### config.mk
export PLATFORM = sky130hd
export DESIGN_NAME = ks_adder_pipe
export DESIGN_NICKNAME = d
export VERILOG_FILES = /design/src/rtl/ks_adder_pkg.sv /design/src/rtl/ks_prefix_level.sv /design/src/rtl/ks_adder_pipe.sv
export SDC_FILE = /design/constraint.sdc
export NUM_CORES = 1
export LEC_CHECK = 0
export BUFFER_PORTS_ARGS = -buffer_cell sky130_fd_sc_hd__buf_2
export CAP_MARGIN = 30
export CORE_MARGIN = 3
export CORE_UTILIZATION = 35
export CTS_CLUSTER_SIZE = 10
export DETAILED_ROUTE_END_ITERATION = 6
export PLACE_DENSITY = 0.54
export SLEW_MARGIN = 20
export SYNTH_ARGS = -nofsm -noshare
export SYNTH_HDL_FRONTEND = slang
export SYNTH_SLANG_ARGS = --single-unit
### constraint.sdc
create_clock -name clk -period 3 [get_ports clk]
set_clock_uncertainty 0.2 [all_clocks]
set_input_delay 0.6 -clock clk [delete_from_list [all_inputs] [get_ports clk]]
set_output_delay 0.6 -clock clk [all_outputs]
set_load 0.005 [all_outputs]
### src/rtl/ks_adder_pkg.sv
// Shared definitions for the pipelined Kogge-Stone adder: the per-bit
// generate/propagate pair, a ceiling-log2 helper and the function that
// decides which prefix levels belong to which register slice.
package ks_adder_pkg;

   typedef struct packed {
      logic g;
      logic p;
   } gp_t;

   // Ceiling log2, usable in constant expressions
   function automatic int clog2(input int value);
      int result;
      int rem;
      result = 0;
      rem = value - 1;
      while (rem > 0) begin
         result = result + 1;
         rem = rem >> 1;
      end
      return result;
   endfunction

   // First prefix level handled by a given slice. Slice s owns levels
   // [stage_first_level(s), stage_first_level(s+1)), which spreads the
   // levels as evenly as possible; the trailing slice may own none.
   function automatic int stage_first_level(input int stage, input int levels,
                                            input int stages);
      return (stage * levels + stages - 1) / stages;
   endfunction

endpackage

### src/rtl/ks_prefix_level.sv
// One combinational Kogge-Stone prefix level: each bit at or above DIST
// merges its group with the group DIST positions below; lower bits pass
// through unchanged because their groups already reach bit 0.
module ks_prefix_level
   import ks_adder_pkg::*;
#(
   parameter int WIDTH = 32,
   parameter int DIST  = 1
) (
   input  gp_t [WIDTH-1:0] gp_in,
   output gp_t [WIDTH-1:0] gp_out
);

   for (genvar i = 0; i < WIDTH; i++) begin : g_bit
      if (i >= DIST) begin : g_merge
         assign gp_out[i].g = gp_in[i].g | (gp_in[i].p & gp_in[i-DIST].g);
         assign gp_out[i].p = gp_in[i].p & gp_in[i-DIST].p;
      end else begin : g_pass
         assign gp_out[i] = gp_in[i];
      end
   end

endmodule

### src/rtl/ks_adder_pipe.sv
// Pipelined Kogge-Stone adder with valid/ready handshaking.
// The carry-in is folded into bit 0's generate so the prefix tree yields
// the true carry out of every bit; the log2(WIDTH) prefix levels are spread
// over STAGES register slices, the last of which is the output register.
// Optional feature: define KS_ADDER_PIPE_SUB_EN to add a 'sub' input that
// selects a - b (a + ~b + 1) instead of a + b + cin.
module ks_adder_pipe
   import ks_adder_pkg::*;
#(
   parameter int WIDTH  = 32,
   parameter int STAGES = 2
) (
   input  logic             clk,
   input  logic             rst,
   input  logic             in_valid,
   output logic             in_ready,
   input  logic [WIDTH-1:0] a,
   input  logic [WIDTH-1:0] b,
   input  logic             cin,
`ifdef KS_ADDER_PIPE_SUB_EN
   input  logic             sub,
`endif
   output logic             out_valid,
   input  logic             out_ready,
   output logic [WIDTH-1:0] sum,
   output logic             cout,
   output logic             ovf
);

   localparam int LEVELS = clog2(WIDTH);
   localparam int NREG   = (STAGES > 1) ? STAGES - 1 : 1;

   logic             adv;
   logic [WIDTH-1:0] b_eff;
   logic             cin_eff;
   logic [WIDTH-1:0] p_init;
   gp_t [WIDTH-1:0]  gp_init;

   // Segment boundaries: inputs to and results of each slice's logic
   gp_t [WIDTH-1:0]  seg_in  [STAGES];
   gp_t [WIDTH-1:0]  seg_out [STAGES];
   logic [WIDTH-1:0] p0_in   [STAGES];
   logic             cin_in  [STAGES];
   logic             vld_in  [STAGES];
   gp_t [WIDTH-1:0]  lvl_out [LEVELS];

   // Inter-slice registers (all slices except the output slice)
   gp_t [WIDTH-1:0]  gp_q  [NREG];
   logic [WIDTH-1:0] p0_q  [NREG];
   logic             cin_q [NREG];
   logic             vld_q [NREG];

   logic [WIDTH-1:0] grp_g;
   logic [WIDTH-1:0] unused_grp_p;
   logic [WIDTH-1:0] sum_d;
   logic             cout_d;
   logic             ovf_d;

   assign adv      = !out_valid || out_ready;
   assign in_ready = adv;

   // Condition the operands and form per-bit generate/propagate, with the
   // carry-in merged into bit 0 so every group generate is a real carry
   always_comb begin
`ifdef KS_ADDER_PIPE_SUB_EN
      b_eff   = sub ? ~b : b;
      cin_eff = sub ? 1'b1 : cin;
`else
      b_eff   = b;
      cin_eff = cin;
`endif
      p_init = a ^ b_eff;
      for (int i = 0; i < WIDTH; i++) begin
         gp_init[i].g = a[i] & b_eff[i];
         gp_init[i].p = p_init[i];
      end
      gp_init[0].g = (a[0] & b_eff[0]) | (p_init[0] & cin_eff);
   end

   for (genvar s = 0; s < STAGES; s++) begin : g_seg
      localparam int LO = stage_first_level(s, LEVELS, STAGES);
      localparam int HI = stage_first_level(s + 1, LEVELS, STAGES);

      if (s == 0) begin : g_head
         assign seg_in[s] = gp_init;
         assign p0_in[s]  = p_init;
         assign cin_in[s] = cin_eff;
         assign vld_in[s] = in_valid;
      end else begin : g_head
         assign seg_in[s] = gp_q[s-1];
         assign p0_in[s]  = p0_q[s-1];
         assign cin_in[s] = cin_q[s-1];
         assign vld_in[s] = vld_q[s-1];
      end

      for (genvar l = LO; l < HI; l++) begin : g_lvl
         if (l == LO) begin : g_first
            ks_prefix_level #(.WIDTH(WIDTH), .DIST(1 << l)) u_level (
               .gp_in  (seg_in[s]),
               .gp_out (lvl_out[l])
            );
         end else begin : g_chain
            ks_prefix_level #(.WIDTH(WIDTH), .DIST(1 << l)) u_level (
               .gp_in  (lvl_out[l-1]),
               .gp_out (lvl_out[l])
            );
         end
      end

      if (HI == LO) begin : g_empty
         assign seg_out[s] = seg_in[s];
      end else begin : g_tail
         assign seg_out[s] = lvl_out[HI-1];
      end
   end

   // Inter-slice registers advance together, valid bits included, so bubbles
   // keep their position and a stall freezes the whole pipe
   always_ff @(posedge clk) begin
      if (rst) begin
         for (int s = 0; s < STAGES - 1; s++) begin
            vld_q[s] <= 1'b0;
            gp_q[s]  <= '0;
            p0_q[s]  <= '0;
            cin_q[s] <= 1'b0;
         end
      end else if (adv) begin
         for (int s = 0; s < STAGES - 1; s++) begin
            vld_q[s] <= vld_in[s];
            gp_q[s]  <= seg_out[s];
            p0_q[s]  <= p0_in[s];
            cin_q[s] <= cin_in[s];
         end
      end
   end

   // Final carries give sum, unsigned carry-out and signed overflow
   // (carry into the MSB differs from carry out of it)
   always_comb begin
      for (int i = 0; i < WIDTH; i++) begin
         grp_g[i]        = seg_out[STAGES-1][i].g;
         unused_grp_p[i] = seg_out[STAGES-1][i].p;
      end
      sum_d  = p0_in[STAGES-1] ^ {grp_g[WIDTH-2:0], cin_in[STAGES-1]};
      cout_d = grp_g[WIDTH-1];
      ovf_d  = grp_g[WIDTH-1] ^ grp_g[WIDTH-2];
   end

   // Output slice: registered result and valid, held while stalled
   always_ff @(posedge clk) begin
      if (rst) begin
         out_valid <= 1'b0;
         sum       <= '0;
         cout      <= 1'b0;
         ovf       <= 1'b0;
      end else if (adv) begin
         out_valid <= vld_in[STAGES-1];
         sum       <= sum_d;
         cout      <= cout_d;
         ovf       <= ovf_d;
      end
   end

endmodule

==> results.json, run 1 <==
{
  "cts_tree": "built",
  "fp.dieW_um": 139,
  "hold_ws_ns": 0.245,
  "gp_congestion": 0.863,
  "yosysTopAreaCell": "edfxtp_1",
  "p_per_area_nw_per_um2": 637,
  "io_buffers": 104,
  "insertion_delay_ns": 0.42,
  "power_leakage_uw": 0.00317,
  "r2r-end": "gp_q[0][23]",
  "ys_ff_latch": 125,
  "fmax_mhz": 454,
  "io_pins": 105,
  "ys_top_cells_by_area": "edfxtp_1 44%, dfxtp_1 11%, ha_1 6.5%, and2_1 4.3%, nand2_1 4.1%",
  "endpoint": "in_ready",
  "drv_cap": 0,
  "first_global_vias": 4771,
  "relSlewSlack_pct": 64.4,
  "dp_hpwl_mm": 12.1,
  "ys.flop_type": "edfxtp_1",
  "hold_buffers": 0,
  "fin_nets": 783,
  "required_ns": 2.20,
  "synth_cell_types": 50,
  "synth_edf_count": 90,
  "hold_viol_final": 0,
  "critPathLaunchType": "flip-flop",
  "antenna_found_initial": 0,
  "gr-total-overflow": 0,
  "ys_warn_count": 0,
  "core_area_um2": 16900,
  "path_class": "flip-flop to output pin",
  "path_clk_slew_ns": 0.06,
  "die_h_um": 139,
  "cts.sinks": 125,
  "reg2reg_setup_slack_ns": 0.96,
  "postCtsResizedCells": 0,
  "first_pass_iters": 5,
  "antenna_cells": 0,
  "endpoint_kind": "output pin",
  "dpl_cell_area_um2": 6950,
  "drc_errors": 0,
  "synth_fp_nets": 674,
  "synth_top_area_share_pct": 43.8,
  "fin_crit_ns": 2.20,
  "wl_per_cell_um": 17.7,
  "core.rowCount": 47,
  "post_cts_buffers": 0,
  "worst_r2r_path_depth": 6,
  "synthArstFlopShare_pct": 0,
  "h-tree-depth": 4,
  "area_growth_pct": 22.3,
  "hp-class": "flip-flop to flip-flop",
  "rsz0062_at_grt": "false",
  "grt_pass1_wl_mm": 25.8,
  "r2r-start": "out_valid",
  "syn_inst": 573,
  "dieArea_um2": 19300,
  "cp.arrival_ns": 1.40,
  "ant_nets": 0,
  "ys_top_cells_by_count": "90 x edfxtp_1, 67 x nand2_1, 49 x a21oi_1",
  "drtIter0Drc": 309,
  "design_area_um2": 7550,
  "cts_buffers": 17,
  "peakVddDrop_mv": 0.407,
  "grt_max_degree": 91,
  "seq_area_frac_synth_pct": 55.1,
  "slew_violations": 0,
  "drt-total-wl_mm": 16.2,
  "vias_per_cell": 5.17,
  "cp_max_fo": 26,
  "num_vias": 4732,
  "design_power_total_uw": 4810,
  "clock_path_buffers": 2,
  "syn_area_um2": 6180,
  "post-route-period-util_pct": 73.5,
  "finalSetupViolations": 0,
  "syn_avg_cell_area_um2": 10.8,
  "worst_slew_pin_slew_ns": 0.534,
  "status": "complete, no violations",
  "final.setup.worst_slack_ns": 0.796,
  "timing.setup.tns_ns": 0,
  "root_buffer": "clkbuf_16",
  "layout-drive-gt1-share_pct": 21.6,
  "cp-startpoint": "out_valid",
  "initial_utilization_pct": 36.5,
  "grt_usage_pct": 17.0,
  "synth.most_common_cell": "edfxtp_1",
  "post-place-ws_ns": 0.485
}
## worst min-delay path by stage
stage                   from         to  slack, ns  cells after the start
floorplan           vld_q[0]  out_valid       0.23                      2
detailed placement   sum[27]    sum[27]       0.24                      2
CTS                  sum[16]    sum[16]       0.25                      2
global placement     sum[16]    sum[16]       0.24                      2
global route         sum[15]    sum[15]       0.27                      2
finish               sum[27]    sum[27]       0.25                      2
## routing by layer
metal,share of wire [%],vias to the layer above,GRT usage [%]
met5,0,-,0
met4,1.4,0,5.77
met3,5.3,16,4.00
met2,45,134,25.3
met1,48,2227,24.3
li1,-,2355,-
## area by class of cell
class                   instances  area [um^2]
clock inverters                 9         50.0
clock buffers                  23          543
well taps                     220          275
fillers                      1651         9380
inverters                       5         23.8
flip-flops and latches        125         3400
multi-input cells             421         2660
repair buffers                112          597
## through the flow
stage          instances  util, %
6_report             915     44.6
2_1_floorplan        573        -
3_3_place_gp         882     41.0
5_1_grt              915     44.6
4_1_cts              914     44.5
3_5_place_dp         882     41.0
## placed cells by master (no fill, tap or decap), types with 2 or more instances in the layout
cell type / n
o21ai_1: 7
o21ai_0: 34
buf_2: 104
nand3_1: 8
a21o_1: 9
clkinv_2: 8
nand2_1: 67
o21bai_1: 2
or4_1: 7
and2_1: 42
ha_1: 32
buf_4: 6
nand4b_1: 7
a21oi_1: 49
nand3b_1: 9
nor3_1: 5
o21a_1: 11
clkbuf_16: 21
nand4_1: 13
a311o_1: 6
xor2_1: 7
edfxtp_1: 90
o41ai_1: 2
nor2b_1: 2
nor4_1: 4
xnor2_1: 17
or3_1: 7
dfxtp_1: 35
nor2_1: 38
o22ai_1: 6
inv_1: 3
a211oi_1: 12
## state kept, by name, indices dropped and copies added (netlist names)
signal / cells
p0_q: 32
cin_q: 1
out_valid: 1
vld_q: 1
cout: 1
gp_q: 56
ovf: 1
sum: 32
## cell families (layout without fill, tap and decap cells)
group                    count (synthesis)  in the layout  synth area share (%)
adder cells (fa/ha/maj)                 32             32                  6.48
AO/OA/AOI/OAI                          147            147                  14.5
buffers and inverters                   27            149                  1.94
AND/OR/NAND/NOR                        218            218                  18.6
XOR/XNOR                                24             24                  3.40
flip-flops                             125            125                  55.1
## power breakdown
| part | internal, uW | total (uW) | switching (uW) |
|---|---|---|---|
| Sequential | 2020 | 2090 | 73.7 |
| Combinational | 290 | 694 | 404 |
| Clock | 1270 | 2020 | 752 |
## critical path: stages, from the launching register on
cell      delay (ns)
dfxtp_1         0.32
nor2b_4         0.18
clkinv_2        0.10
buf_4           0.22
buf_2           0.15
Note: power is estimated with default switching activity, not from simulation.
==> inputs of run 2 (changes only) <==
- PLACE_DENSITY: 0.54 -> 0.52
- clock period: 3 -> 2.08 ns (I/O delays scaled with it)
==> results.json, run 2 (same netlist as run 1, synthesis figures left out) <==
{
  "drtIter0Drc": 305,
  "io_pins": 105,
  "insertion_delay_ns": 0.41,
  "cts.sinks": 125,
  "design_area_um2": 7820,
  "worst_slew_pin_slew_ns": 0.495,
  "antenna_cells": 0,
  "cts_buffers": 17,
  "area_growth_pct": 26.7,
  "grt_max_degree": 90,
  "cp.arrival_ns": 1.37,
  "hold_buffers": 0,
  "first_global_vias": 4850,
  "final_cell_mix": "104 x buf_2, 90 x edfxtp_1, 67 x nand2_1, 49 x a21oi_1, 42 x and2_1",
  "gp_congestion": 0.883,
  "relSlewSlack_pct": 66.9,
  "hold_viol_final": 0,
  "final_cell_count_no_fill": 945,
  "worstPathCellList": "nor2b_4, buf_4, inv_8, buf_12, buf_2",
  "endpoint_kind": "output pin",
  "drc_errors": 0,
  "core.rowCount": 47,
  "root_buffer": "clkbuf_16",
  "cts_tree": "built",
  "fmax_mhz": 505,
  "top_register": "gp_q",
  "wl_per_cell_um": 17.6,
  "peakVddDrop_mv": 0.632,
  "largest_registers": "gp_q x56, p0_q x32, sum x32",
  "p_comb_share_pct": 15.6,
  "slew_violations": 0,
  "path_clk_slew_ns": 0.06,
  "place_inst": 911,
  "largest_register_ffs": 56,
  "grt_pass1_wl_mm": 26.2,
  "post-place-ws_ns": -0.115,
  "first_pass_iters": 5,
  "seq_area_um2": 3400,
  "n_fill_cell": 1626,
  "seq_power_share_pct": 43.4,
  "fin_crit_ns": 1.98,
  "final.setup.worst_slack_ns": 0.0979,
  "ant_nets": 0,
  "die_h_um": 139,
  "power_leakage_uw": 0.00334,
  "dieArea_um2": 19300,
  "drv_cap": 0,
  "status": "complete, no violations",
  "required_ns": 1.46,
  "drt-total-wl_mm": 16.6,
  "io_buffers": 104,
  "internal-power_uw": 5150,
  "final_common_cell": "buf_2",
  "clock_path_buffers": 2,
  "critPathLaunchType": "flip-flop",
  "core_area_um2": 16900,
  "antenna_found_initial": 0,
  "rsz0062_at_grt": "false",
  "h-tree-depth": 4,
  "fp.dieW_um": 139,
  "finalSetupViolations": 0,
  "p_per_area_nw_per_um2": 892,
  "gr-total-overflow": 0,
  "layout-drive-gt1-share_pct": 25.0,
  "p_clk_share_pct": 41.1,
  "multi_input_area_um2": 2670,
  "path_class": "flip-flop to output pin",
  "dpl_cell_area_um2": 7180,
  "post-route-period-util_pct": 95.3,
  "grt_usage_pct": 17.2,
  "initial_utilization_pct": 36.5,
  "hp-class": "input pin to flip-flop",
  "dp_hpwl_mm": 12.6,
  "cp_max_fo": 18,
  "cpMaxStageDelayCell": "dfxtp_1",
  "switching_share_pct": 26.2,
  "p_switching_uw": 1830,
  "max_stage_delay_ns": 0.32,
  "num_vias": 4901,
  "vias_per_cell": 5.19,
  "fin_nets": 813,
  "hold_ws_ns": 0.0953
}
==> run 2: what timing repair did <==
action / CTS / global route
cloned: 1 / 0
setup buffers: 0 / 1
setup endpoints to repair: 1 / 10
gates resized for setup: 3 / 2
==> run 2: power groups by stage <==
| stage | registers [uW] | clock network, uW | logic, uW |
|---|---|---|---|
| floorplan | 3060 | 0 | 599 |
| global placement | 3070 | 0 | 1060 |
| detailed placement | 3080 | 0 | 1070 |
| CTS | 3030 | 2900 | 1090 |
| global route | 3050 | 3010 | 1200 |
| finish | 3020 | 2860 | 1090 |
==> run 2: final cells by class <==
cell class / count / area share (%)
clock inverters: 11 / 0.928
flip-flops and latches: 125 / 43.5
inverters: 5 / 0.384
repair buffers: 142 / 11.1
clock buffers: 21 / 6.49
multi-input cells: 421 / 34.1
well taps: 220 / 3.52
==> run 2: through the flow <==
step	total power, uW	util (%)	TNS (ns)
after floorplan	3650	-	-62.00
after global placement	4130	42.4	0
after detailed placement	4150	42.4	-0.353
after CTS	7020	46.1	0
after global routing	7270	46.2	0
final	6980	46.2	0
==> run 2: metal layers <==
metal  routed length [um]  vias up  track usage [%]  part of all wire [%]
met5                    0        -                0                     0
met4                  266        0             5.46                   1.6
met3                  873       22             3.52                   5.3
met2                 7420      149             25.9                    45
met1                 8030     2312             24.9                    48
li1                     -     2418                -                     -
==> run 2: worst paths after layout <==
path                 end  slack, ns  cells after the start  startpoint
max             in_ready        0.1                      5   out_valid
min             cin_q[0]        0.1                      2         cin
max reg2reg  gp_q[0][51]       0.14                      6   out_valid
min reg2reg      sum[10]       0.25                      2     sum[10]
==> run 2: critical path: cells and delay by family (launching register included) <==
kind	cells	cell delay (ns)
buf+inv	4	0.47
flops	1	0.32
simple gates	1	0.15
